===== config.mk =====
export PLATFORM = sky130hd
export DESIGN_NAME = pitch_buffer_reader_flat
export DESIGN_NICKNAME = d
export VERILOG_FILES = /design/src/rtl/pitch_buffer_reader_if.sv /design/src/rtl/pitch_buffer_reader.sv /design/src/flat_wrapper.sv
export SDC_FILE = /design/constraint.sdc
export NUM_CORES = 1
export LEC_CHECK = 0
export BUFFER_PORTS_ARGS = -buffer_cell sky130_fd_sc_hd__buf_2
export CAP_MARGIN = 20
export CORE_MARGIN = 5
export CORE_UTILIZATION = 45
export DETAILED_ROUTE_END_ITERATION = 8
export PLACE_DENSITY = 0.78
export SYNTH_ARGS = -nofsm -noshare
export SYNTH_HDL_FRONTEND = slang
export SYNTH_SLANG_ARGS = --single-unit
export TNS_END_PERCENT = 20

===== constraint.sdc =====
create_clock -name clk -period 6.5 [get_ports clk]
set_input_delay 1.95 -clock clk [delete_from_list [all_inputs] [get_ports clk]]
set_output_delay 1.95 -clock clk [all_outputs]
set_load 0.01 [all_outputs]

===== src/rtl/pitch_buffer_reader_if.sv =====
// Sample stream from the capture-buffer reader to the pitch estimator.
// Valid/ready; m_last marks the final sample of a round.
interface pitch_buffer_reader_if #(
    parameter int DATA_W = 12
) ();
    logic [DATA_W-1:0] m_data;
    logic              m_valid;
    logic              m_ready;
    logic              m_last;

    modport master (output m_data, output m_valid, output m_last, input m_ready);
    modport slave  (input m_data, input m_valid, input m_last, output m_ready);
endinterface


===== src/rtl/pitch_buffer_reader.sv =====
// Streams one full ping-pong buffer per round to the estimator; first m_valid 2 clk after start_round.
// Reads are throttled so FIFO plus in-flight never exceeds 2; f0_done drops until stream drained and est_done seen.
module pitch_buffer_reader #(
    parameter int DEPTH_LOG2 = 11,
    parameter int DATA_W     = 12
) (
    input  logic                  clk,
    input  logic                  rst,
    input  logic                  start_round,
    input  logic                  now_writing,
    output logic [DEPTH_LOG2-1:0] rd_addr,
    output logic [1:0]            rd_en,
    input  logic [DATA_W-1:0]     rdata0,
    input  logic [DATA_W-1:0]     rdata1,
    pitch_buffer_reader_if.master m,
    input  logic                  est_done,
    output logic                  f0_done,
    output logic                  overrun
);
    typedef enum logic [1:0] {IDLE, READ, WAIT_EST} state_t;

    localparam logic [DEPTH_LOG2:0] CNT_ONE = 1;

    state_t                state;
    logic [DEPTH_LOG2:0]   issue_cnt;
    logic [DEPTH_LOG2:0]   acc_cnt;
    logic                  est_seen;
    logic                  rd_sel;
    logic                  rd_sel_d;
    logic                  inflight;
    logic                  inflight_last;

    // Two-entry output FIFO: head drives the stream directly, tail absorbs one stall.
    logic                  h_vld, h_last, t_vld, t_last;
    logic [DATA_W-1:0]     h_dat, t_dat;

    logic                  pop;
    logic                  issue;
    logic [2:0]            used;
    logic [DATA_W-1:0]     push_dat;

    always_comb begin
        pop      = h_vld & m.m_ready;
        used     = {2'b00, h_vld} + {2'b00, t_vld} + {2'b00, inflight} - {2'b00, pop};
        issue    = (state == READ) && !issue_cnt[DEPTH_LOG2] && (used < 3'd2);
        push_dat = rd_sel_d ? rdata1 : rdata0;
    end

    assign rd_en     = issue ? (rd_sel ? 2'b10 : 2'b01) : 2'b00;
    assign rd_addr   = issue_cnt[DEPTH_LOG2-1:0];
    assign m.m_data  = h_dat;
    assign m.m_valid = h_vld;
    assign m.m_last  = h_last;

    always_ff @(posedge clk) begin
        if (!rst) begin
            state     <= IDLE;
            f0_done   <= 1'b1;
            overrun   <= 1'b0;
            rd_sel    <= 1'b0;
            issue_cnt <= '0;
            acc_cnt   <= '0;
            est_seen  <= 1'b0;
        end else begin
            if (start_round && state != IDLE)
                overrun <= 1'b1;
            case (state)
                IDLE: begin
                    if (start_round) begin
                        rd_sel    <= now_writing;
                        issue_cnt <= '0;
                        acc_cnt   <= '0;
                        est_seen  <= 1'b0;
                        state     <= READ;
                        f0_done   <= 1'b0;
                    end
                end
                READ: begin
                    if (issue)
                        issue_cnt <= issue_cnt + CNT_ONE;
                    if (pop)
                        acc_cnt <= acc_cnt + CNT_ONE;
                    if (est_done)
                        est_seen <= 1'b1;
                    if (pop && h_last) begin
                        if (est_seen || est_done) begin
                            state   <= IDLE;
                            f0_done <= 1'b1;
                        end else begin
                            state   <= WAIT_EST;
                        end
                    end
                end
                WAIT_EST: begin
                    if (est_done) begin
                        state   <= IDLE;
                        f0_done <= 1'b1;
                    end
                end
                default: begin
                    state   <= IDLE;
                    f0_done <= 1'b1;
                end
            endcase
        end
    end

    always_ff @(posedge clk) begin
        if (!rst) begin
            inflight      <= 1'b0;
            inflight_last <= 1'b0;
            rd_sel_d      <= 1'b0;
            h_vld         <= 1'b0;
            h_last        <= 1'b0;
            h_dat         <= '0;
            t_vld         <= 1'b0;
            t_last        <= 1'b0;
            t_dat         <= '0;
        end else begin
            inflight      <= issue;
            inflight_last <= issue && (issue_cnt[DEPTH_LOG2-1:0] == '1);
            rd_sel_d      <= rd_sel;
            if (pop) begin
                if (t_vld) begin
                    h_dat  <= t_dat;
                    h_last <= t_last;
                    if (inflight) begin
                        t_dat  <= push_dat;
                        t_last <= inflight_last;
                    end else begin
                        t_vld  <= 1'b0;
                    end
                end else if (inflight) begin
                    h_dat  <= push_dat;
                    h_last <= inflight_last;
                end else begin
                    h_vld  <= 1'b0;
                end
            end else if (inflight) begin
                if (!h_vld) begin
                    h_vld  <= 1'b1;
                    h_dat  <= push_dat;
                    h_last <= inflight_last;
                end else begin
                    t_vld  <= 1'b1;
                    t_dat  <= push_dat;
                    t_last <= inflight_last;
                end
            end
        end
    end
endmodule


===== src/flat_wrapper.sv =====
// flat-port wrapper written by rule: the top's interface ports become plain ports
module pitch_buffer_reader_flat 
#(
    parameter int DEPTH_LOG2 = 11,
    parameter int DATA_W     = 12
)
  (clk, rst, start_round, now_writing, rd_addr, rd_en, rdata0, rdata1, est_done, f0_done, overrun, m_m_data, m_m_valid, m_m_last, m_m_ready);
  pitch_buffer_reader_if #(.DATA_W(DATA_W)) m_i ();
  input  logic clk;
  input  logic rst;
  input  logic start_round;
  input  logic now_writing;
  output logic [DEPTH_LOG2-1:0] rd_addr;
  output logic [1:0] rd_en;
  input  logic [DATA_W-1:0] rdata0;
  input  logic [DATA_W-1:0] rdata1;
  input  logic est_done;
  output logic f0_done;
  output logic overrun;
  output wire logic [$bits(m_i.m_data)-1:0] m_m_data;
  output wire logic [$bits(m_i.m_valid)-1:0] m_m_valid;
  output wire logic [$bits(m_i.m_last)-1:0] m_m_last;
  input wire logic [$bits(m_i.m_ready)-1:0] m_m_ready;
  assign m_m_data = m_i.m_data;
  assign m_m_valid = m_i.m_valid;
  assign m_m_last = m_i.m_last;
  assign m_i.m_ready = m_m_ready;
  pitch_buffer_reader #(.DEPTH_LOG2(DEPTH_LOG2), .DATA_W(DATA_W)) u_core (.clk(clk), .rst(rst), .start_round(start_round), .now_writing(now_writing), .rd_addr(rd_addr), .rd_en(rd_en), .rdata0(rdata0), .rdata1(rdata1), .m(m_i), .est_done(est_done), .f0_done(f0_done), .overrun(overrun));
endmodule

Word-level counts from Yosys, hierarchy flattened. Index checks and enable logic that the tools add are counted.

Output and inout port bits: 29. Logic and storage cells: 101. Register bits: 49. Input bits: 30.

Equality and inequality tests: 14. Order comparisons: 1. Muxes and demuxes: 44. Reduce and logical (&&, ||, !) cells: 22. Bitwise gates (word level): 1. Add/subtract/negate cells: 4.

Operator list (number): 12-bit 2-to-1 mux (12); 12-bit one-hot mux with 2 select lines (1); 1-bit 2-to-1 mux (22); 2-bit inequality test, second input constant (8); 3-bit AND reduction (5); 12-bit by 1-bit adder with 12-bit output, second input constant (1); 2-bit 2-to-1 mux (6); 11-bit == test, second input constant (1); 2-bit nonzero test (5); 4-bit AND reduction (2); 2-bit by 1-bit inequality test with 1-bit output, second input constant (3); 2-bit one-hot mux with 3 select lines (1); 1-bit logical AND (5); 2-bit AND reduction (2); 3-bit by 1-bit adder with 3-bit output (1); 3-bit by 2-bit less-than comparator with 1-bit output, second input constant (1); 1-bit one-hot mux with 3 select lines (1); 3-bit by 1-bit subtractor with 3-bit output (1); 1-bit by 1-bit adder with 2-bit output (1); 2-bit by 1-bit == test with 1-bit output, second input constant (1); 2-bit == test, second input constant (1); 2-bit logical NOT (1); 1-bit one-hot mux with 2 select lines (1); 1-bit AND (1); other kinds (2) (2).

Depth between registers and ports, before layout. Gate-level depths: netlist of run 1.

Depth in word-level cells: 7. Depth in mapped cells: 8. Gate-level depth less buffers: 8.

Least setup slack after synthesis of run 1. Ideal clock, no wire load.

Path type: input to output. Start point: input port m_m_ready. End point: output port rd_en[0]. Required time: 4550 ps. Stages on the path: 7. Arrival time: 3437 ps. Slack: 1113 ps. Path buffers: 0. Cell sequence: nand2_1 ha_1 nand2_1 fa_1 xnor2_2 nand2_1 nor2_1.

Word-level cells in the longest chain between the ends: 5.

Ends and longest elaborated chain: from (decl) (line flat_wrapper.sv:23) `input wire logic [$bits(m_i.m_ready)-1:0] m_m_ready;`; 1-bit AND (line pitch_buffer_reader.sv:43) `pop = h_vld & m.m_ready;`; 3-bit by 1-bit subtractor with 3-bit output (line pitch_buffer_reader.sv:44) `used = {2'b00, h_vld} + {2'b00, t_vld} + {2'b00, inflight} - {2'b00, pop};`; 3-bit by 2-bit less-than comparator with 1-bit output (line pitch_buffer_reader.sv:45) `issue = (state == READ) && !issue_cnt[DEPTH_LOG2] && (used < 3'd2);`; 1-bit logical AND (line pitch_buffer_reader.sv:45); 2-bit 2-to-1 mux (line pitch_buffer_reader.sv:49) `assign rd_en = issue ? (rd_sel ? 2'b10 : 2'b01) : 2'b00;`; to (decl) (line flat_wrapper.sv:14) `output logic [1:0] rd_en;`.

No other way between the ends.

Final worst setup path of run 1. Ends and elaborated chain as after synthesis.

==> results.md, run 1 <==
- Result of the run: finished clean
- Largest cells by area after synthesis: sky130_fd_sc_hd__dfxtp_1 (42%), sky130_fd_sc_hd__mux2i_1 (7.2%), sky130_fd_sc_hd__nand2_1 (5.3%), sky130_fd_sc_hd__o211ai_1 (5.1%), sky130_fd_sc_hd__nor2_1 (4.6%)
- Final count of pins violating max slew: 0
- Die Ht: roughly 80 um
- Post-route minimum period: 5.69 ns
- Unrepaired setup endpoints after global routing: no
- Remaining Overflow, GRT: 0
- Number of unique standard cell types used by synthesis: 40
- First-pass GRT wire length: approximately 8400 um
- Num rows: 26
- Proportion of power drawn by flip-flops and latches: between 50% and 60%
- Routed length per instance: approximately 13 um
- Post-Layout Cell Count: around 380
- Maximum count of clock buffers along a single path: 2
- Post-CTS Setup Bufs: 0
- Net switching share of the total power: roughly 25%
- Yosys warning count: 0
- Post-route antenna net violation count: 0
- Worst reg2reg endpoint: u_core.issue_cnt[9]
- Type of element launching the critical path: input port
- Fill count: between 500 and 600
- Root Buffer: sky130_fd_sc_hd__clkbuf_8
- Global placement routability congestion: 0.789
- Worst R2R Setup Slack: 3.99 ns
- Cell Area, Synth: ~2400 um^2
- CTS H-tree lvls: 2
- Top-level port count: ~60
- Overall via count from detail_route: 1962
- Final cycle utilization of the critical path: between 80% and 90%
- Per-cell via count in the routed design: 5.19
- Commonest cells after routing, fill and taps aside: sky130_fd_sc_hd__buf_2 (58), sky130_fd_sc_hd__dfxtp_1 (49), sky130_fd_sc_hd__nand2_1 (33)
- Actual transition at the worst max-transition pin: ~0.94 ns
- Antenna violations before repair: 0
- Total power: 0.000566 W
- Number of gates resized after cts: 0
- Worst path arrival time: between 3 and 4 ns
- Async set-or-reset flop fraction in the synthesized netlist: 0%
- Kind of end point of the critical path: output pin
- Final clock skew: roughly 0.011 ns
- Sequential element share of the synthesized area: roughly two fifths
- CP required: around 4.6 ns
- Number of max-cap violations: 0
- Leading register cell type out of synthesis: sky130_fd_sc_hd__dfxtp_1
- Final setup violation count: 0
- TritonRoute pass-1 iters: 4
- Standard cell core area: between 5000 and 6000 um^2
- Worst-case hold path end point: u_core.overrun
- Largest vdd supply drop: between 90 and 100 uV
- Setup TNS: 0 ns
- CP max FO: 7
- Clock network fraction of total power: about a third
- Class of the worst hold path: reg -> reg
- Net count after synthesis: 300
- Syn avg cell area: 8.84 um^2
- Fraction of post-synthesis cell area in the top cell type by area: 41.7%
- Fraction of layout cells with a size suffix above 1: 25.3%
- Maximum operating frequency: 176 MHz
- Signed area change from the synthesized netlist to the final layout: 13.9%
- Final Hold Fails: 0
- 1st-iter DRT viols: about 110
- Min Hold Slack: 0.445 ns
- Number of port buffers: 58
- Worst R2R Path Depth: 8
- Cell taking the most area after synthesis: sky130_fd_sc_hd__dfxtp_1
- # hold bufs at CTS: 0
- Initial cell density of the core: about 46%
- Internal power: 0.000423 W
- Detailed placement HPWL: ~3600 um
- Number of instances in the synthesized netlist: about 270
- Clock latency on the worst-skew pair: about 0.3 ns
- Combined global-route utilization of all metal layers: approximately 16%
- Number of enable-type register cells in the synthesized netlist: 0
- Antenna diode count: 0
- Pwr per Cell Area: 212 nW/um^2
- Clk pin slew, worst setup/hold paths: ~0.09 ns
- Combinational share of power: 11.1%
- Maximum number of pins on one net before global-route repair: 32
- Total detailed-routing wirelength: between 4000 and 5000 um
- Horizontal die dimension: roughly 82 um
- FF-to-FF Start: u_core.m.m_valid
- TritonCTS clock tree: done
- Sw power: between 0.0001 and 0.00015 W
- Die area: around 6800 um^2
- Hold_sp: u_core.overrun
- Cts bufs inserted: 5
- Clk sink count: 49
- DRC errors left: 0
- Class of the most critical setup path: in -> out
- Crit path from: m_m_ready
- Worst Hold Depth: 2
- Number of global-route vias before repair: approximately 1900
- Nets: 341
- Most common cell after layout, fill and taps aside: sky130_fd_sc_hd__buf_2
- Number of flip-flops and latches in the synthesized netlist: 49
- Max-Slew Margin vs Limit: a little under two fifths
- Number of instances in the placed design: between 300 and 400
- Leakage power figure: approximately 1.1 nW
[layer usage]
metal,track usage [%],wire length [um]
met1,20.5,2260
met2,25.6,2320
met3,3.36,246
met4,6.64,66
met5,0,0
[power by group through the flow]
stage	combinational, W	clock (W)	sequential (W)
2_1_floorplan	0.0000437	0	0.000323
3_3_place_gp	0.0000618	0	0.000324
3_5_place_dp	0.0000636	0	0.000324
4_1_cts	0.0000638	0.000193	0.000317
5_1_grt	0.0000714	0.000207	0.000319
6_report	0.0000629	0.000186	0.000317
[cell usage after synthesis, drive strengths merged (4+ instances only)]
| cell type | instances |
|---|---|
| o21ai | 10 |
| or3 | 6 |
| dfxtp | 49 |
| inv | 4 |
| and2 | 4 |
| buf | 18 |
| clkbuf | 7 |
| a21oi | 21 |
| o211ai | 16 |
| mux2i | 17 |
| nand2 | 33 |
| nor2 | 29 |
| nor3 | 4 |
| nand3 | 6 |
| a211oi | 14 |
[area by class of cell]
class | count | area (um^2) | area share, %
inverters | 4 | 15.0 | 0.561
multi-input cells | 188 | 1200 | 44.8
flip-flops and latches | 49 | 981 | 36.6
clock inverters | 2 | 13.8 | 0.514
clock buffers | 6 | 82.6 | 3.08
well taps | 70 | 87.6 | 3.27
repair buffers | 59 | 298 | 11.1
[sequential cells by signal (all words and copies together), names as in the netlist]
signal                cells
u_core.issue_cnt         12
u_core.m.m_data          12
u_core.t_dat             12
u_core.state              2
u_core.est_seen           1
u_core.f0_done            1
u_core.inflight           1
u_core.inflight_last      1
u_core.m.m_last           1
u_core.m.m_valid          1
u_core.overrun            1
u_core.rd_sel             1
u_core.rd_sel_d           1
u_core.t_last             1
u_core.t_vld              1
[how the worst max path moves through the flow]
stage	end	cells past startpoint
detailed placement	rd_en[0]	9
global placement	rd_en[0]	9
CTS	rd_en[0]	9
global route	rd_en[0]	9
finish	rd_en[0]	9
floorplan	rd_en[0]	7
[kinds of logic after synthesis]
family,share of synthesized area [%]
fa+ha+maj,2.45
flops,41.7
mux,7.72
buf+inv,7.24
simple gates,21.5
compound gates,17.9
xor+xnor,1.44
[stage by stage]
stage          worst slack (ns)  utilization (%)  cell area [um^2]
2_1_floorplan              1.11                -              2350
3_3_place_gp              0.862             50.5              2580
3_5_place_dp              0.808             50.5              2580
4_1_cts                   0.801             52.4              2680
5_1_grt                   0.677             52.4              2680
6_report                  0.813             52.4              2680
[critical path: stages]
cell and delay, ns:
sky130_fd_sc_hd__buf_2 0.14, sky130_fd_sc_hd__nand2_1 0.08, sky130_fd_sc_hd__ha_1 0.29, sky130_fd_sc_hd__nand2_1 0.06, sky130_fd_sc_hd__fa_1 0.41, sky130_fd_sc_hd__xnor2_2 0.38
sky130_fd_sc_hd__nand2_1 0.18, sky130_fd_sc_hd__nor2_1 0.11, sky130_fd_sc_hd__buf_2 0.13
Note: power is estimated with default switching activity, not from simulation.
==> run 2, diff against run 1 <==
Settings changed: CELL_PAD_IN_SITES_DETAIL_PLACEMENT from default to 0, CELL_PAD_IN_SITES_GLOBAL_PLACEMENT from default to 1, CORE_UTILIZATION 45 to 42, PLACE_DENSITY 0.78 to 0.93.
==> results.md, run 2 (synthesis results as in run 1) <==
- Result of the run: finished clean
- Final clock skew: 0.0113 ns (-0.000118 ns)
- Antenna diode count: 0 (unchanged)
- Die area: 7190 um^2 (+6.3%)
- Routed length per instance: 13.1 um (+1.5%)
- Num rows: 27 (+3.8%)
- Maximum number of pins on one net before global-route repair: 32 (unchanged)
- Final Hold Fails: 0 (unchanged)
- Initial cell density of the core: 43.0% (-3.1 points)
- Signed area change from the synthesized netlist to the final layout: 13.8% (about the same)
- Nets: 341 (unchanged)
- Clk sink count: 49 (unchanged)
- Global placement routability congestion: 0.758 (-3.9%)
- Actual transition at the worst max-transition pin: 0.971 ns (+0.0315 ns)
- Post-CTS Setup Bufs: 0 (unchanged)
- CP required: 4.55 ns (about the same)
- First-pass GRT wire length: 8580 um (+2.1%)
- Unrepaired setup endpoints after global routing: no
- Cell breakdown of the critical path: buf_2 > nand2_1 > ha_1 > nand2_1 > fa_1 > xnor2_2 > nand2_1 > nor2_1 > buf_2
- # hold bufs at CTS: 0 (unchanged)
- Most common cell after layout, fill and taps aside: sky130_fd_sc_hd__buf_2
- Internal power: 0.000413 W (-2.3%)
- Root Buffer: sky130_fd_sc_hd__clkbuf_8
- Final setup violation count: 0 (unchanged)
- Antenna violations before repair: 0 (unchanged)
- Pwr per Cell Area: 210 nW/um^2 (-0.68%)
- Total detailed-routing wirelength: 5000 um (+2.0%)
- Die Ht: 84.8 um (+3.1%)
- Fraction of layout cells with a size suffix above 1: 25.3% (unchanged)
- Kind of end point of the critical path: output pin
- Largest vdd supply drop: 122 uV (+24%)
- Highest cell delay on the worst timing path: 0.41 ns (about the same)
- Standard cell core area: 5470 um^2 (+7.2%)
- Combinational share of power: 11.2% (about the same)
- Number of port buffers: 58 (unchanged)
- Clk pin slew, worst setup/hold paths: 0.10 ns (about the same)
- Class of the most critical setup path: in -> out
- Most repeated library cell on the critical path: sky130_fd_sc_hd__nand2_1
- Number of gates resized after cts: 0 (unchanged)
- Detailed placement HPWL: 3510 um (-2.7%)
- Worst path arrival time: 3.78 ns (+0.04 ns)
- Post-route antenna net violation count: 0 (unchanged)
- Final core utilization: 48.9% (-3.5 points)
- CTS H-tree lvls: 2 (unchanged)
- Top-level port count: 59 (unchanged)
- Type of element launching the critical path: input port
- Proportion of power drawn by flip-flops and latches: 56.5% (+0.5 points)
- Final count of pins violating max slew: 0 (unchanged)
- Combined global-route utilization of all metal layers: 14.3% (-1.6 points)
- Leakage power figure: 1.07 nW (-0.29%)
- Slowest cell on the critical path: sky130_fd_sc_hd__fa_1
- DRC errors left: 0 (unchanged)
- Commonest cells after routing, fill and taps aside: sky130_fd_sc_hd__buf_2 (58), sky130_fd_sc_hd__dfxtp_1 (49), sky130_fd_sc_hd__nand2_1 (33)
- TritonRoute pass-1 iters: 4 (unchanged)
- Max-Slew Margin vs Limit: 35.1% (-2.1 points)
- Number of global-route vias before repair: 1868 (+0.48%)
- Clock latency on the worst-skew pair: 0.31 ns (about the same)
- Net switching share of the total power: 26.5% (+1.2 points)
- Cts bufs inserted: 5 (unchanged)
- Post-route minimum period: 5.73 ns (+0.0445 ns)
- 1st-iter DRT viols: 80 (-28%)
- Setup TNS: 0 ns (unchanged)
- Horizontal die dimension: 84.8 um (+3.1%)
- Number of max-cap violations: 0 (unchanged)
- Final cycle utilization of the critical path: 88.2% (+0.68 points)
- Maximum count of clock buffers along a single path: 2 (unchanged)
- Class of the worst hold path: reg -> reg
- Sw power: 0.000149 W (+3.9%)
- Overall via count from detail_route: 1934 (-1.4%)
- TritonCTS clock tree: done
- Maximum operating frequency: 174 MHz (-0.78%)
- CP max FO: 7 (unchanged)
- Remaining Overflow, GRT: 0 (unchanged)
- Clock network fraction of total power: 32.3% (-0.6 points)
- Per-cell via count in the routed design: 5.09 (-1.9%)
==> run 2: critical path, delay by kind of cell <==
family,cells,cell delay (ns)
fa+ha+maj,2,0.70
simple gates,4,0.46
xor+xnor,1,0.40
buf+inv,2,0.27
==> run 2: worst paths after layout <==
kind	slack (ns)	depth (start not counted)	from	end
worst max register to register	3.90	8	u_core.m.m_valid	u_core.issue_cnt[7]
worst min register to register	0.45	2	u_core.m.m_data[3]	u_core.m.m_data[3]
worst min-delay path	0.45	2	u_core.m.m_data[3]	u_core.m.m_data[3]
worst max-delay path	0.77	9	m_m_ready	rd_en[0]
==> run 2: cell type report <==
class,count,area (um^2)
Tap cell,72,90.1
Clock buffer,5,68.8
Fill cell,542,2800
Inverter,4,15.0
Timing Repair Buffer,59,298
Multi-Input combinational cell,188,1200
Sequential cell,49,981
Clock inverter,3,22.5
==> run 2: metal layers <==
metal  track usage [%]  vias up  part of all wire, %
li1                  -     1010                    -
met1              17.7      875                   47
met2              24.3       44                   46
met3              3.59        5                  5.5
met4              4.75        0                  1.1
met5                 0        -                    0
==> run 2: power groups by stage <==
| stage | Combinational (W) | Clock [W] | Sequential (W) |
|---|---|---|---|
| floorplan | 0.0000437 | 0 | 0.000323 |
| global placement | 0.0000618 | 0 | 0.000324 |
| detailed placement | 0.0000632 | 0 | 0.000324 |
| CTS | 0.0000638 | 0.000188 | 0.000317 |
| global route | 0.0000720 | 0.000199 | 0.000319 |
| finish | 0.0000629 | 0.000182 | 0.000317 |
==> run 2: metrics by stage <==
step,hold WS [ns],worst slack [ns],instance area (um^2),instances,power (W)
detailed placement,0.440,0.795,2580,372,0.000388
CTS,0.454,0.758,2680,380,0.000570
floorplan,0.451,1.11,2350,266,0.000366
finish,0.451,0.769,2680,380,0.000562
global placement,0.436,0.854,2580,372,0.000386
global route,0.479,0.645,2680,380,0.000590
